**config.mk**
```make
export PLATFORM = sky130hd
export DESIGN_NAME = lsu_unit
export DESIGN_NICKNAME = d
export VERILOG_FILES = /design/src/rtl/lsu_unit.sv
export SDC_FILE = /design/constraint.sdc
export NUM_CORES = 1
export LEC_CHECK = 0
export CAP_MARGIN = 0
export CORE_UTILIZATION = 45
export DETAILED_ROUTE_END_ITERATION = 8
export DONT_BUFFER_PORTS = 1
export PLACE_DENSITY = 0.65
export SYNTH_ARGS = -nofsm -noshare
export SYNTH_HDL_FRONTEND = slang
export SYNTH_SLANG_ARGS = --single-unit
```
**constraint.sdc**
```tcl
create_clock -name clk -period 6.6 [get_ports clk]
set_input_delay 1.65 -clock clk [delete_from_list [all_inputs] [get_ports clk]]
set_output_delay 1.65 -clock clk [all_outputs]
set_load 0.1 [all_outputs]
```
**src/rtl/lsu_unit.sv**
```systemverilog
// lsu_unit: load/store unit bridging the execute stage to the ROM/RAM/GPIO memory map.
// Optional macro LSU_MISALIGNED_SPLIT_EN splits misaligned half/word accesses into byte beats.
module lsu_unit #(
   parameter int ADDR_W = 32,
   parameter int XLEN   = 32
) (
   input  logic              clk,
   input  logic              rst_n,
   input  logic              req_valid,
   output logic              req_ready,
   input  logic              req_write,
   input  logic [2:0]        req_funct3,
   input  logic [ADDR_W-1:0] req_addr,
   input  logic [XLEN-1:0]   req_wdata,
   output logic              resp_valid,
   output logic [XLEN-1:0]   resp_rdata,
   output logic              resp_fault,
   output logic [ADDR_W-1:0] mem_addr,
   output logic [2:0]        mem_write_enable,
   output logic [XLEN-1:0]   mem_data_in,
   input  logic [XLEN-1:0]   mem_data_out
);
   typedef enum logic [1:0] {IDLE = 2'd0, ACCESS = 2'd1, RESP = 2'd2} state_t;

   state_t            state_r, state_nxt_s;
   logic              write_r, fault_r, split_r;
   logic [2:0]        funct3_r;
   logic [ADDR_W-1:0] addr_r;
   logic [XLEN-1:0]   wdata_r, rdata_r;
   logic [1:0]        beat_r, last_r;

   logic              accept_s, legal_s, aligned_s, fault_s, split_s;
   logic [1:0]        last_s;
   logic [4:0]        sh_s;
   logic [XLEN-1:0]   raw_s;

   function automatic logic f_legal(input logic wr, input logic [2:0] f3);
      logic ok;
      case (f3)
         3'b000, 3'b001, 3'b010: ok = 1'b1;
         3'b100, 3'b101:         ok = !wr;
         default:                ok = 1'b0;
      endcase
      return ok;
   endfunction

   function automatic logic f_aligned(input logic [2:0] f3, input logic [1:0] a);
      logic ok;
      case (f3[1:0])
         2'b01:   ok = (a[0] == 1'b0);
         2'b10:   ok = (a == 2'b00);
         default: ok = 1'b1;
      endcase
      return ok;
   endfunction

   function automatic logic [XLEN-1:0] f_extend(input logic [2:0] f3, input logic [XLEN-1:0] d);
      logic [XLEN-1:0] r;
      case (f3)
         3'b000:  r = {{(XLEN-8){d[7]}}, d[7:0]};
         3'b001:  r = {{(XLEN-16){d[15]}}, d[15:0]};
         3'b100:  r = {{(XLEN-8){1'b0}}, d[7:0]};
         3'b101:  r = {{(XLEN-16){1'b0}}, d[15:0]};
         default: r = d;
      endcase
      return r;
   endfunction

   // Request decode and split-load byte assembly.
   always_comb begin
      accept_s  = req_valid && (state_r == IDLE);
      legal_s   = f_legal(req_write, req_funct3);
      aligned_s = f_aligned(req_funct3, req_addr[1:0]);
`ifdef LSU_MISALIGNED_SPLIT_EN
      fault_s = !legal_s;
      split_s = legal_s && !aligned_s;
`else
      fault_s = !legal_s || !aligned_s;
      split_s = 1'b0;
`endif
      if (!split_s) begin
         last_s = 2'd0;
      end else if (req_funct3[1:0] == 2'b01) begin
         last_s = 2'd1;
      end else begin
         last_s = 2'd3;
      end
      sh_s = {beat_r, 3'b000};
      if (split_r) begin
         raw_s = (rdata_r & ~(XLEN'(8'hFF) << sh_s)) | (XLEN'(mem_data_out[7:0]) << sh_s);
      end else begin
         raw_s = mem_data_out;
      end
   end

   // State register.
   always_ff @(posedge clk or negedge rst_n) begin
      if (!rst_n) begin
         state_r <= IDLE;
      end else begin
         state_r <= state_nxt_s;
      end
   end

   // Next-state logic.
   always_comb begin
      state_nxt_s = state_r;
      case (state_r)
         IDLE: begin
            if (accept_s) begin
               state_nxt_s = fault_s ? RESP : ACCESS;
            end else begin
               state_nxt_s = IDLE;
            end
         end
         ACCESS: begin
            if (beat_r == last_r) begin
               state_nxt_s = RESP;
            end else begin
               state_nxt_s = ACCESS;
            end
         end
         RESP:    state_nxt_s = IDLE;
         default: state_nxt_s = IDLE;
      endcase
   end

   // Outputs decoded from registered state; the bus is idle outside ACCESS.
   always_comb begin
      req_ready        = 1'b0;
      resp_valid       = 1'b0;
      resp_rdata       = '0;
      resp_fault       = 1'b0;
      mem_addr         = '0;
      mem_write_enable = 3'b000;
      mem_data_in      = '0;
      case (state_r)
         IDLE: req_ready = 1'b1;
         ACCESS: begin
            mem_addr = addr_r + ADDR_W'(beat_r);
            if (split_r) begin
               mem_data_in = XLEN'(8'(wdata_r >> sh_s));
            end else begin
               mem_data_in = wdata_r;
            end
            if (!write_r) begin
               mem_write_enable = 3'b000;
            end else if (split_r) begin
               mem_write_enable = 3'b100;
            end else begin
               case (funct3_r[1:0])
                  2'b00:   mem_write_enable = 3'b100;
                  2'b01:   mem_write_enable = 3'b010;
                  2'b10:   mem_write_enable = 3'b001;
                  default: mem_write_enable = 3'b000;
               endcase
            end
         end
         RESP: begin
            resp_valid = 1'b1;
            resp_rdata = rdata_r;
            resp_fault = fault_r;
         end
         default: req_ready = 1'b0;
      endcase
   end

   // Request capture, beat counting and load data collection.
   always_ff @(posedge clk or negedge rst_n) begin
      if (!rst_n) begin
         write_r  <= 1'b0;
         fault_r  <= 1'b0;
         split_r  <= 1'b0;
         funct3_r <= 3'b000;
         addr_r   <= '0;
         wdata_r  <= '0;
         rdata_r  <= '0;
         beat_r   <= 2'd0;
         last_r   <= 2'd0;
      end else begin
         case (state_r)
            IDLE: begin
               if (accept_s) begin
                  write_r  <= req_write;
                  fault_r  <= fault_s;
                  split_r  <= split_s;
                  funct3_r <= req_funct3;
                  addr_r   <= req_addr;
                  wdata_r  <= req_wdata;
                  rdata_r  <= '0;
                  beat_r   <= 2'd0;
                  last_r   <= last_s;
               end
            end
            ACCESS: begin
               // Extension is applied only once every byte has been assembled.
               if (!write_r) begin
                  rdata_r <= (beat_r == last_r) ? f_extend(funct3_r, raw_s) : raw_s;
               end
               if (beat_r != last_r) begin
                  beat_r <= beat_r + 2'd1;
               end
            end
            default: beat_r <= beat_r;
         endcase
      end
   end
endmodule
```
After elaboration in Yosys (flattened, before gate mapping) --
Cells that the tools add are included.
Cells by class: add/subtract/negate cells 2, equality and inequality tests 16, mux-type cells 23, bitwise logic cells 1, reductions and logical operators 18
Operator list (count):
- 2-to-1 mux 32 bit | 6
- case mux 32 bit (4 select lines) | 1
- case mux 32 bit (2 select lines) | 1
- adder 32 x 2 -> 32 bit | 1
- equality test 3 bit (second input constant) | 4
- 2-to-1 mux 2 bit | 5
- case mux 3 bit (3 select lines) | 1
- zero test 2 bit | 4
- case mux 2 bit (2 select lines) | 2
- equality test 2 x 1 -> 1 bit (second input constant) | 3
- equality test 2 bit (second input constant) | 3
- equality test 3 x 1 -> 1 bit (second input constant) | 2
- zero test 3 bit | 2
- 2-to-1 mux 3 bit | 2
- != test 2 bit (second input constant) | 3
- AND reduction 3 bit | 2
- case mux 1 bit (2 select lines) | 2
- nonzero test 2 bit | 2
- equality test 3 x 2 -> 1 bit (second input constant) | 1
- zero test 1 bit | 3
- 2-to-1 mux 1 bit | 3
- OR reduction 3 bit | 1
- adder 2 x 1 -> 2 bit (second input constant) | 1
- AND reduction 2 bit | 1
- other kinds (4) | 4
Word-level totals: register bits 105, output and inout port bits 102

Logic depth before layout (Yosys ltp) --
word-level depth 8, depth in mapped cells 8, depth with buffers taken out 6

Least setup slack after synthesis --
OpenSTA, ideal clock, no wires.
path kind register -> output, from reg beat_r[0], to out mem_addr[28], data arrival time 3508 ps, setup slack 1442 ps, cell stages (with the launch flop) 8, cells stage by stage dfrtp_1 > ha_1 > fa_1 > nand4_2 > or4_1 > buf_2 > or4_1 > a21oi_1
Between the ends: longest elaborated chain between the ends 2
Ends and longest elaborated chain:
- start, declared | RTL line 30 | logic [1:0] beat_r, last_r;
- start signal, assigned | RTL line 201 | beat_r <= beat_r + 2'd1;
- start signal, assigned | RTL line 204 | default: beat_r <= beat_r;
- adder 32 x 2 -> 32 bit | RTL line 140 | mem_addr = addr_r + ADDR_W'(beat_r);
- 2-to-1 mux 32 bit | RTL line 137 | case (state_r)
- end, declared | RTL line 18 | output logic [ADDR_W-1:0] mem_addr,
Every way passes these cells.

Worst setup path in the final report --
Ends and elaborated chain as after synthesis.

==> impl_metrics.toml <==
[clock_network]
cts_sinks = 105
clock_latency_ps = 340
cts_resized = 0
ctsLongestPathBuffers = 2
cts_max_level = 3
root_buffer = "clkbuf_16"
postCtsSetupRepairBufs = 0
numCtsBuffers = 9
cts.clk_slew.worst_paths_ps = 70
postCtsHoldBufs = 0
cts_tree = "done"

[place]
gp_congestion = 0.831
numPortBuffers = 0
hpwl_mm = 8.64
dp.cells = 629
post-place-ws_ps = 1710

[synthesis]
syn_avg_cell_area_um2 = 10.6
seq_area_frac_synth = 0.487
synthTopCellsByCount = "105 x dfrtp_1, 69 x and2_1, 62 x mux2_2"
synthFlopType = "dfrtp_1"
yosysMostFrequentCell = "dfrtp_1"
netlist_instances = 511
synth_top_area_share = 0.487
netlist_area_um2 = 5400
synth_cell_type_count = 38
synth_edf_count = 0
synth_warnings = 0
synth-async-reset-ratio = 1.00
synth_top_cell_by_area = "dfrtp_1"
synthTopCellsByArea = "dfrtp_1 49%, mux2_2 13%, and2_1 8.0%"
synth.ff_latch_count = 105
syn_nets = 621

[setup_path]
timing_worst_setup_path_type = "reg2out"
cp.required_ps = 4950
crit_path_max_fanout = 17
cp-startpoint = "beat_r[0]"
r2r_start = "state_r[0]"
crit_path_end_kind = "primary output"
start_kind = "flop"
cp.arrival_ps = 3600

[timing]
rsz0062_at_grt = "no"
min_period_ps = 5250
layout_setup_ws_ps = 1350
max_slew_margin = 0.191
timing.hold.ws_ps = 485
drv_slew = 0
tns_ps = 0
min_period_over_period = 0.796
worst_slew_pin_slew_ps = 1210
clock_skew_ps = 5.58
finalHoldViolCount = 0
fmax_mhz = 190
setup_violations = 0

[floorplan]
pin_count = 205
die_area_um2 = 12400
fp.coreArea_um2 = 11600
rows = 39
start_util = 0.467
die_x_um = 112
die_h_um = 112

[cells_and_area]
n_antenna_cell = 0
synthToLayoutAreaGrowth_pct = 10.9
final_cells = 645
layout.nets = 607
drive_gt1_frac = 0.255
utilization = 0.518

[global_route]
globalRouteOverflowTotal = 0
grt_max_degree = 106
grt_pass1_wl_mm = 19.8
grt_pass1_vias = 3891
grt_antenna_before_repair = 0
track_usage = 0.200

[flow_run]
max_cap_viol_count = 0

[pwr]
comb_power_share = 0.256
ir_drop_v = 0.000174
switching_share = 0.349
leakagePower_nw = 2.37
power_density_nw_per_um2 = 313
intPower_mw = 1.22
switchingPower_mw = 0.654
p_seq_frac = 0.457
clock_power_share = 0.288

[routing]
drt-pass1-iter-count = 6
via_per_inst = 5.87
wl_per_cell_um = 19.0
drt_wl_total_mm = 12.3
vias = 3785
drt-initial-drc-count = 196
drt_drc_violations_left = 10
postRouteAntennaNets = 0

[worst_hold_path]
hold_path_class = "reg2reg"
worstHoldStart = "rdata_r[26]"

[run_status]
outcome = "complete, but fails checks"
violations = "design-rule violations"
-- final timing paths --
| kind | to | slack (ps) | cells after the start |
|---|---|---|---|
| worst min register to register | rdata_r[26] | 490 | 1 |
| max in group asynchronous | rdata_r[18] | 5390 | 0 |
| min in group asynchronous | addr_r[18] | 990 | 0 |
| worst max register to register | rdata_r[4] | 3610 | 5 |
| worst max-delay path | mem_addr[28] | 1350 | 6 |
| worst min-delay path | rdata_r[26] | 490 | 1 |
-- final cells by class --
cell class / count / area, µm²
Tap cell: 143 / 179
Inverter: 14 / 52.6
Fill cell: 1024 / 5580
Clock inverter: 5 / 53.8
Multi-Input combinational cell: 358 / 2710
Clock buffer: 11 / 243
Sequential cell: 105 / 2630
Timing Repair Buffer: 9 / 120
-- layer usage --
layer,wire length (µm),up-vias,global-route usage
li1,-,1781,-
met1,5270,1845,0.255
met2,5810,139,0.323
met3,925,20,0.0572
met4,278,0,0.0793
met5,0,-,0
-- metrics by stage --
stage,cell area (µm²),power [mW]
detailed placement,5690,1.35
floorplan,5400,1.26
global route,5990,1.97
global placement,5690,1.33
CTS,5990,1.89
finish,5990,1.87
-- cell usage in the layout, fill, tap and decap left out, types with 10 or more instances in the layout --
cell type / count
a21oi_1: 26
a21oi_2: 18
and2_1: 68
clkbuf_16: 12
dfrtp_1: 105
inv_1: 14
mux2_2: 62
nand2_1: 21
nand3_1: 10
nor2_2: 13
o21ai_0: 19
o2bb2ai_1: 24
or3_1: 11
or4_1: 11
xnor2_1: 10
-- registers in the layout (all words and copies together) (netlist names) --
register	cells
write_r	1
beat_r	2
addr_r	32
state_r	2
fault_r	1
wdata_r	32
rdata_r	32
funct3_r	3
-- cells by family after synthesis --
kind of cell,count (synthesis),share of synthesized area
AOI/OAI and AO/OA,106,0.127
xor gates and xnor gates,11,0.0179
adders and majority gates,7,0.0176
buffers and inverters,48,0.0357
DFF,105,0.487
muxes,64,0.133
and+or+nand+nor,170,0.182
-- worst max-delay path: stages (launching register included) --
cell and delay, ps:
dfrtp_1 370, ha_1 190, fa_1 250, nand4_2 170, or4_1 780, or4_1 580, a21oi_2 910
-- power groups by stage --
stage	sequential [mW]	clock (mW)	combinational (mW)
2_1_floorplan	0.833	0	0.422
3_3_place_gp	0.858	0	0.472
4_1_cts	0.854	0.557	0.483
6_report	0.854	0.538	0.479
5_1_grt	0.872	0.580	0.516
3_5_place_dp	0.864	0	0.483
Power figures use the tool's default switching activity.
